<file path="config.mk">
export PLATFORM = sky130hd
export DESIGN_NAME = uart_pkt_tx_flat
export DESIGN_NICKNAME = d
export VERILOG_FILES = /design/src/rtl/uart_pkg.sv /design/src/rtl/uart_pkt_tx_if.sv /design/src/rtl/uart_tx_byte.sv /design/src/rtl/uart_pkt_tx.sv /design/src/flat_wrapper.sv
export SDC_FILE = /design/constraint.sdc
export NUM_CORES = 1
export LEC_CHECK = 0
export CORE_MARGIN = 2
export CORE_UTILIZATION = 40
export CTS_BUF_LIST = sky130_fd_sc_hd__clkbuf_4 sky130_fd_sc_hd__clkbuf_8
export DETAILED_ROUTE_END_ITERATION = 8
export PLACE_DENSITY = 0.65
export SLEW_MARGIN = 0
export SYNTH_ARGS = -nofsm -noshare
export SYNTH_HDL_FRONTEND = slang
export SYNTH_SLANG_ARGS = --single-unit
export TNS_END_PERCENT = 50
</file>
<file path="constraint.sdc">
create_clock -name clk -period 2.4 [get_ports clk]
set_clock_uncertainty 0.05 [all_clocks]
set_input_delay 0.24 -clock clk [delete_from_list [all_inputs] [get_ports clk]]
set_output_delay 0.24 -clock clk [all_outputs]
set_load 0.03 [all_outputs]
</file>
<file path="src/rtl/uart_pkg.sv">
// Shared types and constants for the pixel packet UART transmitter.
// Holds the serializer state enum, packet geometry and the checksum helper.
package uart_pkg;

    typedef enum logic [1:0] {
        IDLE,
        START,
        DATA,
        STOP
    } tx_state_t;

    localparam int PKT_BYTES        = 5;
    localparam int BITS_PER_FRAME   = 10;
    localparam int DEF_CLKS_PER_BIT = 5208;

    function automatic logic [7:0] pkt_sum(
        input logic [7:0]  hdr,
        input logic [23:0] px
    );
        return hdr + px[23:16] + px[15:8] + px[7:0];
    endfunction

endpackage

</file>
<file path="src/rtl/uart_pkt_tx_if.sv">
// Packet handshake bundle: header plus RGB pixel, qualified by Strb/Ready.
interface uart_pkt_tx_if;

    logic        Strb;
    logic [7:0]  Header;
    logic [23:0] ImageData;
    logic        Ready;

    modport master (
        output Strb,
        output Header,
        output ImageData,
        input  Ready
    );

    modport slave (
        input  Strb,
        input  Header,
        input  ImageData,
        output Ready
    );

endinterface

</file>
<file path="src/rtl/uart_tx_byte.sv">
// Single-byte 8N1 serializer, LSB first, registered tx line.
// A load is taken while idle or on the last cycle of a stop bit (ack).
module uart_tx_byte
    import uart_pkg::*;
#(
    parameter int CLKS_PER_BIT = DEF_CLKS_PER_BIT
) (
    input  logic       clk,
    input  logic       rst_n,
    input  logic       load,
    input  logic [7:0] data,
    output logic       tx,
    output logic       ack
);

    localparam int CNT_W = (CLKS_PER_BIT > 1) ? $clog2(CLKS_PER_BIT) : 1;
    localparam logic [CNT_W-1:0] CNT_MAX = CNT_W'(CLKS_PER_BIT - 1);

    tx_state_t        state;
    logic [CNT_W-1:0] cnt;
    logic [2:0]       bit_idx;
    logic [7:0]       shreg;
    logic             bit_end;
    logic             take;

    assign bit_end = (cnt == CNT_MAX);
    assign ack     = (state == STOP) && bit_end;
    // Reloading on ack keeps consecutive frames gap-free.
    assign take    = load && ((state == IDLE) || ack);

    always_ff @(posedge clk or negedge rst_n) begin
        if (!rst_n) begin
            state   <= IDLE;
            cnt     <= '0;
            bit_idx <= '0;
            shreg   <= '0;
            tx      <= 1'b1;
        end else if (take) begin
            state   <= START;
            cnt     <= '0;
            bit_idx <= '0;
            shreg   <= data;
            tx      <= 1'b0;
        end else begin
            case (state)
                IDLE: begin
                    cnt <= '0;
                    tx  <= 1'b1;
                end
                START: begin
                    if (bit_end) begin
                        cnt   <= '0;
                        state <= DATA;
                        tx    <= shreg[0];
                    end else begin
                        cnt <= cnt + 1'b1;
                    end
                end
                DATA: begin
                    if (bit_end) begin
                        cnt <= '0;
                        if (bit_idx == 3'd7) begin
                            state <= STOP;
                            tx    <= 1'b1;
                        end else begin
                            bit_idx <= bit_idx + 1'b1;
                            shreg   <= shreg >> 1;
                            tx      <= shreg[1];
                        end
                    end else begin
                        cnt <= cnt + 1'b1;
                    end
                end
                STOP: begin
                    if (bit_end) begin
                        cnt   <= '0;
                        state <= IDLE;
                        tx    <= 1'b1;
                    end else begin
                        cnt <= cnt + 1'b1;
                    end
                end
                default: begin
                    state <= IDLE;
                    tx    <= 1'b1;
                end
            endcase
        end
    end

endmodule

</file>
<file path="src/rtl/uart_pkt_tx.sv">
// Pixel packet transmitter: Header, R, G, B, CheckSum over one 8N1 line.
// Sequences bytes into uart_tx_byte and owns the checksum and handshake.
module uart_pkt_tx
    import uart_pkg::*;
#(
    parameter int CLKS_PER_BIT = DEF_CLKS_PER_BIT
) (
    input  logic               clk,
    input  logic               rst_n,
    uart_pkt_tx_if.slave       pkt,
    output logic               tx,
    output logic               Busy,
    output logic               Done,
    output logic [7:0]         CheckSum
);

    localparam logic [2:0] LAST_IDX = 3'(PKT_BYTES - 1);

    logic        ready_q;
    logic [2:0]  byte_idx;
    logic [31:0] rest;
    logic        accept;
    logic        byte_ack;
    logic        next_load;
    logic        load;
    logic [7:0]  load_data;
    logic [7:0]  sum;

    assign sum       = pkt_sum(pkt.Header, pkt.ImageData);
    assign accept    = pkt.Strb && ready_q;
    assign next_load = !ready_q && byte_ack && (byte_idx != LAST_IDX);
    assign load      = accept || next_load;
    // Header goes straight from the bus; later bytes come from the buffer.
    assign load_data = accept ? pkt.Header : rest[31:24];

    assign pkt.Ready = ready_q;
    assign Busy      = !ready_q;

    uart_tx_byte #(
        .CLKS_PER_BIT(CLKS_PER_BIT)
    ) u_byte (
        .clk  (clk),
        .rst_n(rst_n),
        .load (load),
        .data (load_data),
        .tx   (tx),
        .ack  (byte_ack)
    );

    always_ff @(posedge clk or negedge rst_n) begin
        if (!rst_n) begin
            ready_q  <= 1'b1;
            Done     <= 1'b0;
            CheckSum <= '0;
            byte_idx <= '0;
            rest     <= '0;
        end else begin
            Done <= 1'b0;
            if (accept) begin
                rest     <= {pkt.ImageData, sum};
                CheckSum <= sum;
                byte_idx <= '0;
                ready_q  <= 1'b0;
            end else if (!ready_q && byte_ack) begin
                if (byte_idx == LAST_IDX) begin
                    ready_q <= 1'b1;
                    Done    <= 1'b1;
                end else begin
                    byte_idx <= byte_idx + 1'b1;
                    rest     <= rest << 8;
                end
            end
        end
    end

endmodule

</file>
<file path="src/flat_wrapper.sv">
// flat-port wrapper written by rule: the top's interface ports become plain ports
module uart_pkt_tx_flat import uart_pkg::*;
#(
    parameter int CLKS_PER_BIT = DEF_CLKS_PER_BIT
)
  (clk, rst_n, tx, Busy, Done, CheckSum, pkt_Strb, pkt_Header, pkt_ImageData, pkt_Ready);
  uart_pkt_tx_if pkt_i ();
  input  logic clk;
  input  logic rst_n;
  output logic tx;
  output logic Busy;
  output logic Done;
  output logic [7:0] CheckSum;
  input wire logic [$bits(pkt_i.Strb)-1:0] pkt_Strb;
  input wire logic [$bits(pkt_i.Header)-1:0] pkt_Header;
  input wire logic [$bits(pkt_i.ImageData)-1:0] pkt_ImageData;
  output wire logic [$bits(pkt_i.Ready)-1:0] pkt_Ready;
  assign pkt_i.Strb = pkt_Strb;
  assign pkt_i.Header = pkt_Header;
  assign pkt_i.ImageData = pkt_ImageData;
  assign pkt_Ready = pkt_i.Ready;
  uart_pkt_tx #(.CLKS_PER_BIT(CLKS_PER_BIT)) u_core (.clk(clk), .rst_n(rst_n), .pkt(pkt_i), .tx(tx), .Busy(Busy), .Done(Done), .CheckSum(CheckSum));
endmodule
</file>
After elaboration in Yosys (flattened, before gate mapping). Index checks and enable logic that the tools add are counted.

Register bits: 72. Input port bits: 35. Output and inout port bits: 12. Word-level logic and storage cells: 85.

Add/sub/neg operators: 6. Eq/ne operators: 13. Mux-type cells: 36. Reduce and logical (&&, ||, !) cells: 20.

Operators with widths (number): 2-to-1 mux 32 bit (3); 2-to-1 mux 8 bit (5); 2-to-1 mux 13 bit (2); one-hot mux 13 bit (2 select lines) (1); adder 8 bit (3); 2-to-1 mux 3 bit (7); != test 3 bit, second input constant (5); adder 13 x 1 -> 13 bit, second input constant (1); == test 13 bit, second input constant (1); 2-to-1 mux 1 bit (11); 2-to-1 mux 2 bit (5); nonzero test 2 bit (4); adder 3 x 1 -> 3 bit, second input constant (2); == test 3 bit, second input constant (2); one-hot mux 2 bit (3 select lines) (1); AND reduction 3 bit (2); logical AND 1 bit (5); AND reduction 5 bit (1); == test 2 bit, second input constant (2); one-hot mux 1 bit (4 select lines) (1); AND reduction 2 bit (2); nonzero test 4 bit (1); OR reduction 3 bit (1); == test 2 x 1 -> 1 bit, second input constant (1); 5 further kinds (6).

Depth between registers and ports, before layout. Gate-level depths: netlist of the first run.

Word-level depth: 8. Depth in mapped cells: 11. Gate-level depth less buffers: 11.

By module. Synthesis of the first run repeated with hierarchy kept, for this count alone.

Cell total of the unflattened synthesis: 420. Area, all modules: 4174.0 um^2.

By module, submodules not included: uart_pkt_tx (instances 1, cells each 281, area an instance 2587.5 um^2, sequential area each 1127.3 um^2); uart_tx_byte (instances 1, cells each 139, area an instance 1586.5 um^2, sequential area each 676.9 um^2).

Worst setup path before layout of the first run. OpenSTA, ideal clock, no wires.

Path kind: input-to-reg. Start point: input pkt_ImageData[1]. End point: register u_core.CheckSum[7]. Library setup time: 0.136 ns. Arrival: 2.669 ns. Required time: 2.214 ns. Slack: -0.455 ns. Stages on the path: 11. Buffers on the path: 0. Path through: inv_1 fa_1 inv_1 fa_1 ha_1 fa_1 a211oi_1 o21bai_1 a21oi_1 xnor2_1 o21ai_0.

Word-level cells in the longest chain between the ends: 1.

RTL lines: from (decl) (RTL line flat_wrapper.sv:16) `input wire logic [$bits(pkt_i.ImageData)-1:0] pkt_ImageData;`; adder 8 bit (RTL line uart_pkg.sv:20) `return hdr + px[23:16] + px[15:8] + px[7:0];`; to (signal assigned) (RTL line uart_pkt_tx.sv:61) `CheckSum <= sum;`; to (decl) (RTL line uart_pkt_tx.sv:14) `output logic [7:0] CheckSum`.

No other way between the ends. A chain may end at the register's enable or synchronous reset.

Worst setup path in the final report of the first run. Ends and elaborated chain as after synthesis.

==> results of run 1 <==
-- layout by cell type, fill, tap and decap left out, types with 3 or more instances in the layout --
master,n
dfrtp_1,70
ha_1,11
clkinv_2,3
fa_1,12
o21ai_0,10
nand3_1,8
a221oi_2,5
xor2_1,9
nand2_1,63
nor2_1,28
ha_4,5
clkbuf_8,9
buf_12,3
clkbuf_4,3
o21ai_1,21
buf_2,5
and3_1,4
inv_1,31
dlygate4sd2_1,9
nand4_1,3
nor3_1,8
inv_2,10
mux2_4,5
clkdlybuf4s50_1,27
a21oi_4,3
mux2i_1,38
a21o_1,4
a21oi_1,4
xnor2_1,10
buf_4,23
-- cell usage after synthesis (all sizes together) --
cell type	instances
nor2b	1
buf	7
a221oi	5
o2111a	2
and2	1
clkbuf	9
o311ai	1
ha	17
and3	4
o21bai	1
nor2	29
nor4b	1
nand4	3
nand2b	1
mux2i	38
mux2	6
fa	14
nand2	64
o22ai	1
nor3b	1
o21ai	32
and4bb	1
xor2	9
dfrtp	70
a21o	4
dfstp	2
nor3	8
a21oi	9
a211oi	2
a31o	1
and4b	1
o211a	1
or2	2
nand3	8
and4	1
xnor2	11
inv	42
a22oi	1
nand3b	2
-- where the power goes --
part | internal, mW | leakage [nW] | switching [mW]
registers | 1.35 | 0.820 | 0.0866
logic | 0.442 | 1.49 | 0.448
clock network | 0.510 | 0.104 | 0.449
total | 2.30 | 2.41 | 0.983
-- cell type report --
cell class,instances,area (um^2)
clock inverters,4,45.04
inverters,42,165.2
clock buffers,12,146.4
well taps,136,170.2
fillers,949,5022
multi-input cells,283,2248
flip-flops and latches,72,1804
repair buffers,73,675.6
-- tightest hold or removal path, cell delays in order --
cell and delay [ns]:
buf_8 0.09, nand2_1 0.04, o21ai_0 0.06
-- per-stage QoR --
stage                     instance area (um^2)  power (mW)    util  cells  TNS [ns]
after global placement                    4980       2.227  0.4845    604    -9.608
final                                     5255       3.283  0.5113    622   -0.1886
after CTS                                 5250       3.318  0.5108    622   -0.6059
after detailed placement                  4980       2.246  0.4845    604    -10.34
after global routing                      5255       3.456  0.5113    622   -0.5536
after floorplan                           4225       1.891       -    413    -1.008
-- sequential cells by signal, summed over array words and instances, names as in the netlist --
signal / flops
u_core.CheckSum: 8
u_core.Done: 1
u_core.byte_idx: 3
u_core.pkt.Ready: 1
u_core.rest: 32
u_core.u_byte.bit_idx: 3
u_core.u_byte.cnt: 13
u_core.u_byte.shreg: 8
u_core.u_byte.state: 2
u_core.u_byte.tx: 1
-- metal layers --
metal	part of all wire	wire length, um
met3	0.034	299
met1	0.48	4213
met2	0.47	4124
met5	0	0
met4	0.014	124
-- path summary, 6_finish.rpt --
kind	cells after the start	endpoint
max in group asynchronous	4	u_core.rest[24]$_DFFE_PN0P_
min in group asynchronous	2	u_core.rest[28]$_DFFE_PN0P_
worst max register to register	6	u_core.u_byte.shreg[5]$_DFFE_PN0P_
worst max-delay path	12	u_core.CheckSum[7]$_DFFE_PN0P_
worst min register to register	2	u_core.rest[6]$_DFFE_PN0P_
worst min-delay path	3	u_core.rest[9]$_DFFE_PN0P_
-- logic make-up after synthesis --
family                   synth area share
AO/OA/AOI/OAI                      0.1023
multiplexers                       0.1109
flip-flops                         0.4288
XOR/XNOR                          0.04163
AND/OR/NAND/NOR                    0.1386
adder cells (fa/ha/maj)            0.1172
buffers and inverters             0.06066
-- what timing repair did --
item | in CTS | in global routing
pin swaps | 27 | 10
hold buffers | 1 | 0
hold endpoints to repair | 25 | 0
setup buffers | 2 | 2
gates resized for setup | 66 | 3
setup endpoints to repair | 12 | 8
==> results_dict.tcl, run 1 <==
set metrics [dict create \
    syn_area_um2 4208 \
    worst_hold_slack_ns 0.06075 \
    io-pin-count 47 \
    drtAntennaViolNets 0 \
    cp.arrival_ns 2.66 \
    setup.worst_path.start_class "input pin" \
    synthToLayoutAreaGrowth_pct 24.89 \
    crit_start "pkt_ImageData[1]" \
    initial_utilization 0.4094 \
    grtUsageTotal 0.1689 \
    slowest_delay_ns 0.54 \
    violations "negative setup slack" \
    root_buffer "clkbuf_8" \
    place_congestion 0.7903 \
    core_um2 10280 \
    crit_type "in2reg" \
    post-place-ws_ns -1.061 \
    clk_latency_ns 0.35 \
    p_leak_nw 2.415 \
    globalRouteMet2Util 0.2680 \
    port_buffers 46 \
    vias 3126 \
    maxCapViolCount 0 \
    crit_family "adder cells" \
    critPathMaxFanout 2 \
    final_nets 547 \
    chipHeight_um 106.6 \
    hold_violations 0 \
    cts_tree "done" \
    drc 0 \
    viasPerCell 5.026 \
    clock.fmax_ghz 0.4012 \
    hold_class "in2reg" \
    vdd_ir_drop_max_mv 0.4850 \
    ys_seq_area_frac 0.4288 \
    yosysUniqueCellTypes 46 \
    worst_pin_slew_ns 0.6345 \
    slew_viol_final 0 \
    diodes 0 \
    cts_sinks 72 \
    synth.area.top_cells "dfrtp_1 42%, mux2i_1 9.0%, fa_1 6.7%" \
    grt_max_degree 31 \
    drive_gt1_frac 0.1996 \
    period_share 1.038 \
    critPathBufInv 3 \
    first_iter_violations 123 \
    rsz0062_at_grt "yes" \
    regToRegSetupSlack_ns 0.23 \
    ys_ff_latch 72 \
    grt_pass1_vias 3159 \
    grt_antenna_before_repair 0 \
    die_w_um 106.6 \
    power_density_nw_per_um2 624.6 \
    clockBufferDepth 2 \
    status "finished, violations left" \
    clk_pin_slew_ns 0.08 \
    met3_usage 0.03127 \
    grt_use_met1 0.2310 \
    dieArea_um2 11360 \
    syn_area_per_cell_um2 10.19 \
    hold_start "pkt_ImageData[1]" \
    grt_remaining_overflow 0 \
    busiest_layer "met2" \
    grt_pass1_wl_um 14950 \
    crit_top_cell "fa_1" \
    synth_nets 479 \
    reg2reg_from "u_core.u_byte.cnt[0]$_DFF_PN0_" \
    routed_wl_um 8761 \
    htreeDepth 3 \
    relSlewSlack 0.5770 \
    crit_required_ns 2.57 \
    syn_inst 413 \
    cts-buffers-inserted 9 \
    synth_top_area_share 0.4163 \
    dp_hpwl_um 6662 \
    crit_chain "buf_8 -> inv_8 -> fa_1 -> inv_2 -> fa_1 -> ha_2 -> fa_2 -> a211oi_2 -> o21bai_1 -> a21oi_1 -> xnor2_1 -> o21ai_1" \
    synth.largest_area_cell "dfrtp_1" \
    cpMaxStageDelayCell "fa_1" \
    period_needed_ns 2.492 \
    drt_first_pass_iters 4 \
    finalSetupViolCount 4 \
    critPathCaptureType "flop" \
    setup_ws_ns -0.09228 \
    detail_route.wl_per_cell_um 14.09 \
    row_count 37 \
    ys_warn_count 0 \
]
Note: power is estimated with default switching activity, not from simulation.
==> inputs of run 2 (changes only) <==
CORE_UTILIZATION = 45   (was 40)
PLACE_DENSITY = 0.71   (was 0.65)
clock period = 3.2 ns   (was 2.4 ns; I/O delays follow)
==> run 2 against run 1 <==
  * Sequential power shrank 25%
  * Non-clock buffer count fell by 17
  * Worst setup slack gained 0.20 ns
  * Final cell count shrank 6.8%
  * Sequential share of layout area grew 1.1 points
  * First-iteration DRC count increased by 24%
  * The run now ends clean
  * Register-to-register slack better by 0.61 ns
  * Global-route usage up 1.9 points
==> results_dict.tcl, run 2 (synthesis gave the netlist of run 1 again) <==
set metrics [dict create \
    detail_route.wl_per_cell_um 15.15 \
    clk_pin_slew_ns 0.09 \
    cp.arrival_ns 3.25 \
    worst_pin_slew_ns 0.9333 \
    status "completed" \
    critPathCaptureType "flop" \
    holdBufCountCts 0 \
    grt_pass1_vias 3079 \
    regToRegSetupSlack_ns 0.84 \
    routed_wl_um 8786 \
    final_nets 530 \
    grt_max_degree 73 \
    viasPerCell 5.157 \
    crit_type "in2reg" \
    grt_pass1_wl_um 14790 \
    htreeDepth 3 \
    grt_remaining_overflow 0 \
    largest_reg_flops 32 \
    vias 2991 \
    place_congestion 0.7971 \
    clock.fmax_ghz 0.3238 \
    grtUsageTotal 0.1879 \
    io-pin-count 47 \
    critPathMaxFanout 2 \
    maxCapViolCount 0 \
    cts-buffers-inserted 9 \
    core_um2 9153 \
    drive_gt1_frac 0.1173 \
    dieArea_um2 10140 \
    final_cell_mix "70 x dfrtp_1, 63 x nand2_1, 45 x clkdlybuf4s50_1" \
    cts_sinks 72 \
    p_leak_nw 2.336 \
    vdd_ir_drop_max_mv 0.4144 \
    hold_violations 0 \
    top_register "u_core.rest" \
    setup_tns_ns 0 \
    grt_antenna_before_repair 0 \
    drc 0 \
    period_needed_ns 3.088 \
    clk_latency_ns 0.35 \
    finish.utilization 0.5564 \
    hold_class "in2async" \
    dp_hpwl_um 6295 \
    period_share 0.9652 \
    crit_required_ns 3.36 \
    chipHeight_um 100.7 \
    row_count 35 \
    initial_utilization 0.4597 \
    relSlewSlack 0.3778 \
    clockBufferDepth 2 \
    slew_viol_final 0 \
    reg_top3 "u_core.rest: 32 flops, u_core.u_byte.cnt: 13 flops" \
    cts_tree "done" \
    die_w_um 100.7 \
    cts_setup_buffers 0 \
    diodes 0 \
    first_iter_violations 153 \
    drtAntennaViolNets 0 \
    port_buffers 46 \
    power_density_nw_per_um2 531.1 \
    setup.worst_path.start_class "input pin" \
    final_common_cell "dfrtp_1" \
    root_buffer "clkbuf_8" \
    synthToLayoutAreaGrowth_pct 21.02 \
    total_power_mw 2.704 \
    drt_first_pass_iters 4 \
    finalSetupViolCount 0 \
]
run 2: cell type report:
class | count | area (um^2)
Tap cell | 111 | 138.9
Clock inverter | 7 | 166.4
Sequential cell | 72 | 1804
Timing Repair Buffer | 56 | 530.5
Fill cell | 799 | 4060
Clock buffer | 9 | 123.9
Inverter | 42 | 157.7
Multi-Input combinational cell | 283 | 2171
run 2: worst max-delay path: stages:
cell and delay, ns:
clkdlybuf4s50_1 0.48, inv_1 0.07, fa_1 0.53, inv_1 0.05
fa_1 0.46, ha_2 0.21, fa_2 0.35, a211oi_2 0.25
o21bai_1 0.12, a21oi_2 0.19, xnor2_2 0.13, o21ai_0 0.09
run 2: per-layer routing:
layer	track usage	share of wire	vias to the layer above	routed length, um
met5	0	0	-	0
met4	0.06006	0.015	0	133
met2	0.3051	0.48	53	4245
met3	0.03883	0.034	12	296
li1	-	-	1479	-
met1	0.2529	0.47	1447	4111
run 2: metrics by stage:
stage          setup WS (ns)  instance area (um^2)  hold slack [ns]  cells
5_1_grt             -0.02754                  5092           0.2220    580
6_report              0.1115                  5092           0.1142    580
3_5_place_dp         -0.4343                  4781           0.4136    564
2_1_floorplan         0.2648                  4208         -0.02559    413
4_1_cts              0.03049                  5076           0.1613    580
3_3_place_gp         -0.3370                  4781           0.4146    564
run 2: timing repair:
action / CTS / global route
resized for setup: 1 / 5
endpoints found under the setup margin: 2 / 2
pin swaps: 0 / 3
run 2: worst paths after layout:
kind,from,end,depth (start not counted)
setup / recovery,pkt_ImageData[1],u_core.CheckSum[7]$_DFFE_PN0P_,12
hold / removal,rst_n,u_core.u_byte.bit_idx[2]$_DFFE_PN0P_,2
setup reg to reg,u_core.u_byte.state[1]$_DFFE_PN0P_,u_core.rest[14]$_DFFE_PN0P_,7
hold reg to reg,u_core.rest[2]$_DFFE_PN0P_,u_core.rest[2]$_DFFE_PN0P_,2
max in group asynchronous,rst_n,u_core.rest[4]$_DFFE_PN0P_,2
min in group clk,u_core.rest[2]$_DFFE_PN0P_,u_core.rest[2]$_DFFE_PN0P_,2
run 2: where the power goes:
group / leakage [nW] / internal, mW / switching, mW
clock network: 0.140 / 0.679 / 0.367
registers: 0.820 / 1.01 / 0.0649
logic: 1.38 / 0.277 / 0.308
==> inputs of run 3 (changes only) <==
ABC_CLOCK_PERIOD_IN_PS = 3200   (was default)
==> results of run 3 <==
No change in the layout: final DEF, timing and power equal those of run 2.
